**config.mk**
```make
export PLATFORM = sky130hd
export DESIGN_NAME = pipe_ctrl_flat
export DESIGN_NICKNAME = d
export VERILOG_FILES = /design/src/rtl/pipe_if.sv /design/src/rtl/pipe_ctrl.sv /design/src/flat_wrapper.sv
export SDC_FILE = /design/constraint.sdc
export NUM_CORES = 1
export LEC_CHECK = 0
export CAP_MARGIN = 20
export CORE_UTILIZATION = 25
export CTS_BUF_LIST = sky130_fd_sc_hd__clkbuf_4 sky130_fd_sc_hd__clkbuf_8 sky130_fd_sc_hd__clkbuf_16
export CTS_CLUSTER_DIAMETER = 30
export DETAILED_ROUTE_END_ITERATION = 10
export GPL_TIMING_DRIVEN = 0
export SYNTH_ARGS = -nofsm -noshare
export SYNTH_HDL_FRONTEND = slang
export SYNTH_SLANG_ARGS = --single-unit
```
**constraint.sdc**
```tcl
create_clock -name clk_ms -period 3.8 [get_ports clk_ms]
set_clock_uncertainty 0.2 [all_clocks]
set_input_delay 0.95 -clock clk_ms [delete_from_list [all_inputs] [get_ports clk_ms]]
set_output_delay 0.95 -clock clk_ms [all_outputs]
set_load 0.05 [all_outputs]
```
**src/rtl/pipe_if.sv**
```systemverilog
// Game-state input and pipe/score outputs between the game FSM and pipe_ctrl.
interface pipe_if;
  logic [1:0]  state;
  logic [9:0]  pip1_X;
  logic [8:0]  pip1_Y;
  logic [9:0]  pip2_X;
  logic [8:0]  pip2_Y;
  logic [11:0] score_bcd;
  logic [11:0] best_bcd;
  logic        score_pulse;

  modport master (
    output state,
    input  pip1_X, pip1_Y, pip2_X, pip2_Y, score_bcd, best_bcd, score_pulse
  );
  modport slave (
    input  state,
    output pip1_X, pip1_Y, pip2_X, pip2_Y, score_bcd, best_bcd, score_pulse
  );
endinterface

```
**src/rtl/pipe_ctrl.sv**
```systemverilog
// Scrolling pipe pair with LFSR gap heights and BCD score/best tracking.
module pipe_lane #(
  parameter int X_RST   = 700,
  parameter int SPACING = 320,
  parameter int SPEED   = 2,
  parameter int Y_MIN   = 240
) (
  input  logic       clk_ms,
  input  logic       rst_n,
  input  logic [1:0] state,
  input  logic [6:0] rnd_rdy,
  input  logic [6:0] rnd_play,
  output logic [9:0] x,
  output logic [9:0] x_nxt,
  output logic [8:0] y
);
  localparam logic [9:0] XR  = 10'(X_RST);
  localparam logic [9:0] SPD = 10'(SPEED);
  localparam logic [9:0] RCY = 10'(2*SPACING - SPEED);
  localparam logic [8:0] YM  = 9'(Y_MIN);

  logic [8:0] y_nxt;

  // Recycling adds two spacings minus the step so the pair stays exactly SPACING apart.
  always_comb begin
    x_nxt = x;
    y_nxt = y;
    case (state)
      2'd0: begin
        x_nxt = XR;
        y_nxt = YM + {2'b00, rnd_rdy};
      end
      2'd1: begin
        if (x < SPD) begin
          x_nxt = x + RCY;
          y_nxt = YM + {2'b00, rnd_play};
        end else begin
          x_nxt = x - SPD;
        end
      end
      default: ;
    endcase
  end

  always_ff @(posedge clk_ms or negedge rst_n) begin
    if (!rst_n) begin
      x <= XR;
      y <= YM;
    end else begin
      x <= x_nxt;
      y <= y_nxt;
    end
  end
endmodule

module pipe_ctrl #(
  parameter int          INIT_X    = 700,
  parameter int          SPACING   = 320,
  parameter int          SPEED     = 2,
  parameter int          BIRD_LEFT = 286,
  parameter int          Y_MIN     = 240,
  parameter logic [15:0] SEED      = 16'hACE1
) (
  input logic  clk_ms,
  input logic  rst_n,
  pipe_if.slave bus
);
  localparam int         NUM_PIPES = 2;
  localparam logic [9:0] BL        = 10'(BIRD_LEFT);

  logic [NUM_PIPES-1:0][9:0] x, x_nxt;
  logic [NUM_PIPES-1:0][8:0] y;
  logic [15:0] lfsr;
  logic        front;
  logic [11:0] score, best;
  logic        pulse;
  logic [1:0]  prev_state;
  logic        score_hit;

  for (genvar k = 0; k < NUM_PIPES; k++) begin : g_pipe
    pipe_lane #(
      .X_RST  (INIT_X + k*SPACING),
      .SPACING(SPACING),
      .SPEED  (SPEED),
      .Y_MIN  (Y_MIN)
    ) u_lane (
      .clk_ms  (clk_ms),
      .rst_n   (rst_n),
      .state   (bus.state),
      .rnd_rdy ((k == 0) ? lfsr[6:0] : lfsr[14:8]),
      .rnd_play(lfsr[6:0]),
      .x       (x[k]),
      .x_nxt   (x_nxt[k]),
      .y       (y[k])
    );
  end

  function automatic logic [11:0] bcd_inc(input logic [11:0] s);
    logic [11:0] r;
    r = s;
    if (s != 12'h999) begin
      if (s[3:0] != 4'd9) r[3:0] = s[3:0] + 4'd1;
      else begin
        r[3:0] = 4'd0;
        if (s[7:4] != 4'd9) r[7:4] = s[7:4] + 4'd1;
        else begin
          r[7:4]  = 4'd0;
          r[11:8] = s[11:8] + 4'd1;
        end
      end
    end
    return r;
  endfunction

  assign score_hit = (bus.state == 2'd1) && (x[front] >= BL) && (x_nxt[front] < BL);

  always_ff @(posedge clk_ms or negedge rst_n) begin
    if (!rst_n) begin
      lfsr       <= SEED;
      front      <= 1'b0;
      score      <= 12'h000;
      best       <= 12'h000;
      pulse      <= 1'b0;
      prev_state <= 2'd0;
    end else begin
      lfsr       <= {lfsr[14:0], lfsr[15] ^ lfsr[13] ^ lfsr[12] ^ lfsr[10]};
      prev_state <= bus.state;
      pulse      <= 1'b0;
      if (bus.state == 2'd0) begin
        front <= 1'b0;
        score <= 12'h000;
      end else if (score_hit) begin
        score <= bcd_inc(score);
        front <= ~front;
        pulse <= 1'b1;
      end
      // Packed BCD compares correctly as plain binary.
      if (prev_state == 2'd1 && bus.state != 2'd1 && score > best)
        best <= score;
    end
  end

  assign bus.pip1_X      = x[front];
  assign bus.pip1_Y      = y[front];
  assign bus.pip2_X      = x[~front];
  assign bus.pip2_Y      = y[~front];
  assign bus.score_bcd   = score;
  assign bus.best_bcd    = best;
  assign bus.score_pulse = pulse;
endmodule

```
**src/flat_wrapper.sv**
```systemverilog
// flat-port wrapper written by rule: the top's interface ports become plain ports
module pipe_ctrl_flat 
#(
  parameter int          INIT_X    = 700,
  parameter int          SPACING   = 320,
  parameter int          SPEED     = 2,
  parameter int          BIRD_LEFT = 286,
  parameter int          Y_MIN     = 240,
  parameter logic [15:0] SEED      = 16'hACE1
)
  (clk_ms, rst_n, bus_state, bus_pip1_X, bus_pip1_Y, bus_pip2_X, bus_pip2_Y, bus_score_bcd, bus_best_bcd, bus_score_pulse);
  pipe_if bus_i ();
  input logic clk_ms;
  input logic rst_n;
  input wire logic [$bits(bus_i.state)-1:0] bus_state;
  output wire logic [$bits(bus_i.pip1_X)-1:0] bus_pip1_X;
  output wire logic [$bits(bus_i.pip1_Y)-1:0] bus_pip1_Y;
  output wire logic [$bits(bus_i.pip2_X)-1:0] bus_pip2_X;
  output wire logic [$bits(bus_i.pip2_Y)-1:0] bus_pip2_Y;
  output wire logic [$bits(bus_i.score_bcd)-1:0] bus_score_bcd;
  output wire logic [$bits(bus_i.best_bcd)-1:0] bus_best_bcd;
  output wire logic [$bits(bus_i.score_pulse)-1:0] bus_score_pulse;
  assign bus_i.state = bus_state;
  assign bus_pip1_X = bus_i.pip1_X;
  assign bus_pip1_Y = bus_i.pip1_Y;
  assign bus_pip2_X = bus_i.pip2_X;
  assign bus_pip2_Y = bus_i.pip2_Y;
  assign bus_score_bcd = bus_i.score_bcd;
  assign bus_best_bcd = bus_i.best_bcd;
  assign bus_score_pulse = bus_i.score_pulse;
  pipe_ctrl #(.INIT_X(INIT_X), .SPACING(SPACING), .SPEED(SPEED), .BIRD_LEFT(BIRD_LEFT), .Y_MIN(Y_MIN), .SEED(SEED)) u_core (.clk_ms(clk_ms), .rst_n(rst_n), .bus(bus_i));
endmodule
```
After elaboration in Yosys (flattened, before gate mapping)
Cells that the tools add are included.
W data, S select, Z words.
Word-level totals
  input bits: 4
  output and inout bits: 63
  flip-flop bits (word level): 82
  word-level logic and storage cells: 84
Operators by class
  muxes and demuxes: 29
  equality and inequality tests: 10
  magnitude comparators: 7
  add/sub/neg operators: 9
  reductions and logical operators: 13
  bitwise logic cells: 4
Operator list (number)
  $mux W10: 8
  $mux W9: 6
  $pmux W10 S2: 2
  $mux W12: 3
  $pmux W9 S2: 2
  $add A10 B10 Y10 const B: 2
  $lt A10 B2 Y1 const B: 2
  $sub A10 B2 Y10 const B: 2
  $add A8 B7 Y9 const A: 2
  $add A4 B1 Y4 const B: 3
  $gt A12 B12 Y1: 1
  $mux W4: 3
  $ne A12 B12 Y1 const B: 1
  $ge A10 B9 Y1 const B: 1
  $lt A10 B9 Y1 const B: 1
  $mux W8: 1
  $ne A4 B4 Y1 const B: 2
  $ne A2 B1 Y1 const B: 3
  $reduce_and A2 Y1: 3
  $reduce_bool A2 Y1: 3
  $eq A2 B1 Y1 const B: 2
  $logic_and A1 B1 Y1: 4
  $lt A1 B2 Y1 const B: 2
  $mux W1: 4
  other kinds (6): 9

Logic depth before layout (Yosys ltp)
  depth after elaboration: 9
  depth in mapped cells: 11

By module
Synthesis repeated with hierarchy kept, for this count alone.
Unflattened totals
  cell total of the unflattened synthesis: 429
  area total of the unflattened synthesis: 4725.8 µm²
Modules (own cells, without submodules)
  pipe_ctrl: times used 1, area an instance 2631.3 µm², cells each 236
  pipe_lane (u_core.g_pipe[1].u_lane): times used 1, area an instance 1049.8 µm², cells each 101
  pipe_lane (u_core.g_pipe[0].u_lane): times used 1, area an instance 1044.8 µm², cells each 92

Worst setup path after synthesis
No wires, ideal clock.
  path type: flip-flop to output port
  from: register u_core.front
  to: output port bus_pip2_Y[5]
  arrival time: 2.067 ns
  stages on the path, launching flop included: 5
  required time: 2.650 ns
  slack: 0.583 ns
  buffers on the path: 3
  cells stage by stage: dfrtp_1 buf_2 clkbuf_1 buf_1 o21ai_0
Between the ends
  word-level cells in the longest chain between the ends: 2
Ends and longest elaborated chain
  start, declared: line pipe_ctrl.sv:74  | logic front;
  start signal, assigned: line pipe_ctrl.sv:134  | front <= ~front;
  $mux W9 (not written as such) (2 in series): line pipe_ctrl.sv:146  | assign bus.pip2_Y = y[~front];
  end, declared: line flat_wrapper.sv:19  | output wire logic [$bits(bus_i.pip2_Y)-1:0] bus_pip2_Y;
Every way passes these cells. The select of a mux whose other input is x is not followed.

Worst setup path after layout
  from: register u_core.front
  to: output port bus_pip2_X[4]
Between the ends
  word-level cells in the longest chain between the ends: 2
Ends and longest elaborated chain
  $mux W10 (not written as such) (2 in series): line pipe_ctrl.sv:145  | assign bus.pip2_X = x[~front];
  end, declared: line flat_wrapper.sv:18  | output wire logic [$bits(bus_i.pip2_X)-1:0] bus_pip2_X;
Every way passes these cells. The select of a mux whose other input is x is not followed.

==> results by group <==
Floorplan
  – Core area: 19000 um2
  – Site Rows: 50
  – DIE AREA: 20200 um2
  – Die Y: 142 um
  – Die Span X: 142 um
  – I/O pins: 67
  – Initial Util: 25.9%

Yosys
  – Ys async rst share: 100%
  – Syn avg cell area: 10.0 um2
  – Syn Std Cell Area: 4910 um2
  – Mapped Nets: 517
  – Post-Syn Instances: 489
  – EDFF count, synth: 0
  – Netlist cell types: 70
  – Register area share after synthesis: 42.6%
  – Synth Flop Type: dfrtp_1
  – Synthesis Warnings: 0
  – Yosys reg bits: 82

Clock tree
  – Worst-path clk slew: 0.07 ns
  – Clock latency on the worst-skew pair: 0.34 ns
  – CTS Sinks: 82
  – CTS tree: yes
  – Post-CTS setup buffers: 0
  – Root buf cell: clkbuf_16
  – CTS max path bufs: 2
  – CTS H-tree depth: 3
  – CTS Buf Count: 9

Route
  – DRC viols: 0
  – Final wirelength: 12800 um
  – DR vias/cell: 4.79
  – DRT Pass-1 Iters: 5
  – Post-DR wirelength/cell: 15.4 um
  – DRT antenna net count: 0
  – Vias after detailed routing: 3983
  – 1st-iter DRT viols: 200

STA
  – Tmin final: 3.62 ns
  – Worst slew pin tran: 0.742 ns
  – Final Cycle Share: 95.3%
  – Final Max Tran Viols: 0
  – Setup violations, final: 0
  – Unrepaired setup endpoints after global routing: false
  – Final worst slack: 0.178 ns
  – Slew headroom: 50.0%
  – Fin. Hold Viols: 0
  – Setup TNS Final: 0 ns
  – FMAX: 0.276 GHz

Pwr
  – Net switching power: 0.746 mW
  – Sw Share: 32.7%
  – Comb power frac: 20.4%
  – Static Leak: 2.59 nW
  – Pwr dens: 368 nW/um2
  – Int Power: 1.54 mW
  – Reg power frac: 41.5%
  – Clock power share: 38.1%
  – Peak supply drop: 0.000248 V

GRT
  – Largest net degree at the start of global routing: 57
  – Remaining global-route overflow: 0
  – Vias in the first global route: 3796
  – Global-route wire length before repair: 20700 um
  – GRT Util Overall: 13.1%
  – Initial antenna violation count: 0

Min path
  – Worst Hold Path Cells: 0
  – Hold crit path type: reg -> reg

Critical path
  – Crit Path Max Fanout: 19
  – Crit end category: primary output
  – WP data required: 2.65 ns
  – Worst R2R Path Depth: 11
  – Crit path DAT: 2.47 ns
  – Worst-path cell chain: clkbuf_4, buf_2, mux2_2, clkdlybuf4s50_1
  – CP Class: reg -> out
  – Slowest CP cell: clkdlybuf4s50_1
  – CP max stage delay: 0.71 ns
  – Startpoint Class: flop

Layout
  – Multi-input combinational cell area: 2540 um2
  – Synth-to-Final Area Change: 26.6%
  – Share of post-route cells with drive strength above 1: 23.6%
  – Nets: 594
  – FF/Latch Area: 2090 um2
  – Ant diodes: 0
  – # fillers: 1945

Status
  – Outcome: completed

Placed design
  – Post-Place Setup Slack: -0.285 ns
  – GPL Wtd Cong: 0.786
  – Dpl hpwl: 9210 um
  – # port buffers: 66

Flow run
  – Max-cap violations: 0
[power groups by stage]
stage	Sequential, mW	Combinational [mW]	Clock [mW]
finish	0.947	0.467	0.869
global route	0.952	0.497	0.932
CTS	0.946	0.467	0.894
detailed placement	0.962	0.463	0
global placement	0.961	0.458	0
floorplan	0.955	0.310	0
[kinds of logic (layout without fill, tap and decap cells)]
logic type	after synthesis	count (layout)	share of synthesized area [%]
compound gates	100	100	14.5
simple gates	154	154	17.6
buf+inv	68	150	5.56
flops	82	82	42.6
fa+ha+maj	24	24	6.12
mux	58	58	13.0
xor+xnor	3	3	0.536
[worst paths after layout]
kind / to / from / slack [ns]
worst min register to register: u_core.lfsr[10] / u_core.lfsr[9] / 0.18
worst max-delay path: bus_pip2_X[4] / u_core.front / 0.18
max in group asynchronous: u_core.lfsr[10] / rst_n / 2.39
worst min-delay path: u_core.lfsr[10] / u_core.lfsr[9] / 0.18
worst max register to register: u_core.bus.score_bcd[1] / u_core.g_pipe[0].u_lane.x[2] / 0.49
min in group asynchronous: u_core.bus.score_bcd[7] / rst_n / 0.33
[flip-flops by register name (all words and copies together), names as in the netlist, named ones only]
register	flops
u_core.g_pipe.u_lane.x	18
u_core.bus.best_bcd	12
u_core.lfsr	16
u_core.bus.score_bcd	12
u_core.g_pipe.u_lane.y	18
u_core.prev_state	2
u_core.front	1
u_core.bus.score_pulse	1
[repair_timing]
| item | 4_1_cts | 5_1_grt |
|---|---|---|
| endpoints found under the setup margin | 31 | 18 |
| hold buffers | 0 | 0 |
| hold endpoints to repair | 0 | 0 |
| resized for setup | 3 | 2 |
[cells in the final DEF (no fill, tap or decap), types with 3 or more instances in the layout]
master,instances
a21o_1,5
a21oi_1,17
a31oi_1,8
and3_1,6
buf_2,13
clkbuf_1,10
clkbuf_16,9
clkbuf_2,3
clkdlybuf4s50_1,65
dfrtp_1,52
dfstp_2,30
ha_1,24
inv_1,39
inv_6,4
mux2_2,47
mux2i_1,11
nand2_1,52
nand2b_1,3
nand3_1,13
nand3b_1,5
nand4_1,6
nor2_1,21
nor2b_1,7
nor3_1,10
nor4_4,4
o21a_1,3
o21ai_0,30
o22ai_1,3
or2_2,5
or3_1,3
[synthesized netlist by cell type (4+ instances only)]
| library cell | number | area (um2) |
|---|---|---|
| mux2_2 | 47 | 529 |
| ha_1 | 24 | 300 |
| a21oi_1 | 17 | 85.1 |
| nor4_4 | 4 | 85.1 |
| inv_1 | 39 | 146 |
| dfstp_2 | 30 | 788 |
| o21ai_0 | 30 | 150 |
| or2_2 | 5 | 31.3 |
| nor2_1 | 21 | 78.8 |
| nand3b_1 | 5 | 37.5 |
| a21o_1 | 5 | 37.5 |
| buf_2 | 11 | 55.1 |
| nor3_1 | 10 | 50.1 |
| mux2i_1 | 11 | 110 |
| nand4_1 | 6 | 37.5 |
| and3_1 | 6 | 37.5 |
| clkbuf_1 | 12 | 45.0 |
| nand3_1 | 13 | 65.1 |
| dfrtp_1 | 52 | 1300 |
| nor2b_1 | 7 | 43.8 |
| nand2_1 | 52 | 195 |
| a31oi_1 | 8 | 50.1 |
[metal layers]
layer / part of all wire (%) / GRT usage (%)
met2: 42 / 19.6
met3: 6.4 / 2.59
met1: 50 / 19.0
met4: 1.6 / 4.02
met5: 0 / 0
[critical path, delay by kind of cell (launching register included)]
kind,cells,cell delay (ns)
buf+inv,3,1.39
flops,1,0.32
mux,1,0.41
[through the flow]
step,instance area [um2],instances,hold WS [ns],util [%],power (mW)
after global routing,6210,831,0.182,32.8,2.38
after detailed placement,5920,816,0.162,31.2,1.43
after CTS,6210,831,0.178,32.8,2.31
final,6210,831,0.176,32.8,2.28
after floorplan,4910,489,0.154,-,1.26
after global placement,5890,815,0.159,31.1,1.42
[final cells by class]
type	instances	share of cell area, %
multi-input cells	339	41.0
flip-flops and latches	82	33.6
repair buffers	67	11.0
well taps	260	5.24
clock buffers	9	3.63
inverters	39	2.36
plain buffers	28	2.07
clock inverters	7	1.07
Note: power is estimated with default switching activity, not from simulation.
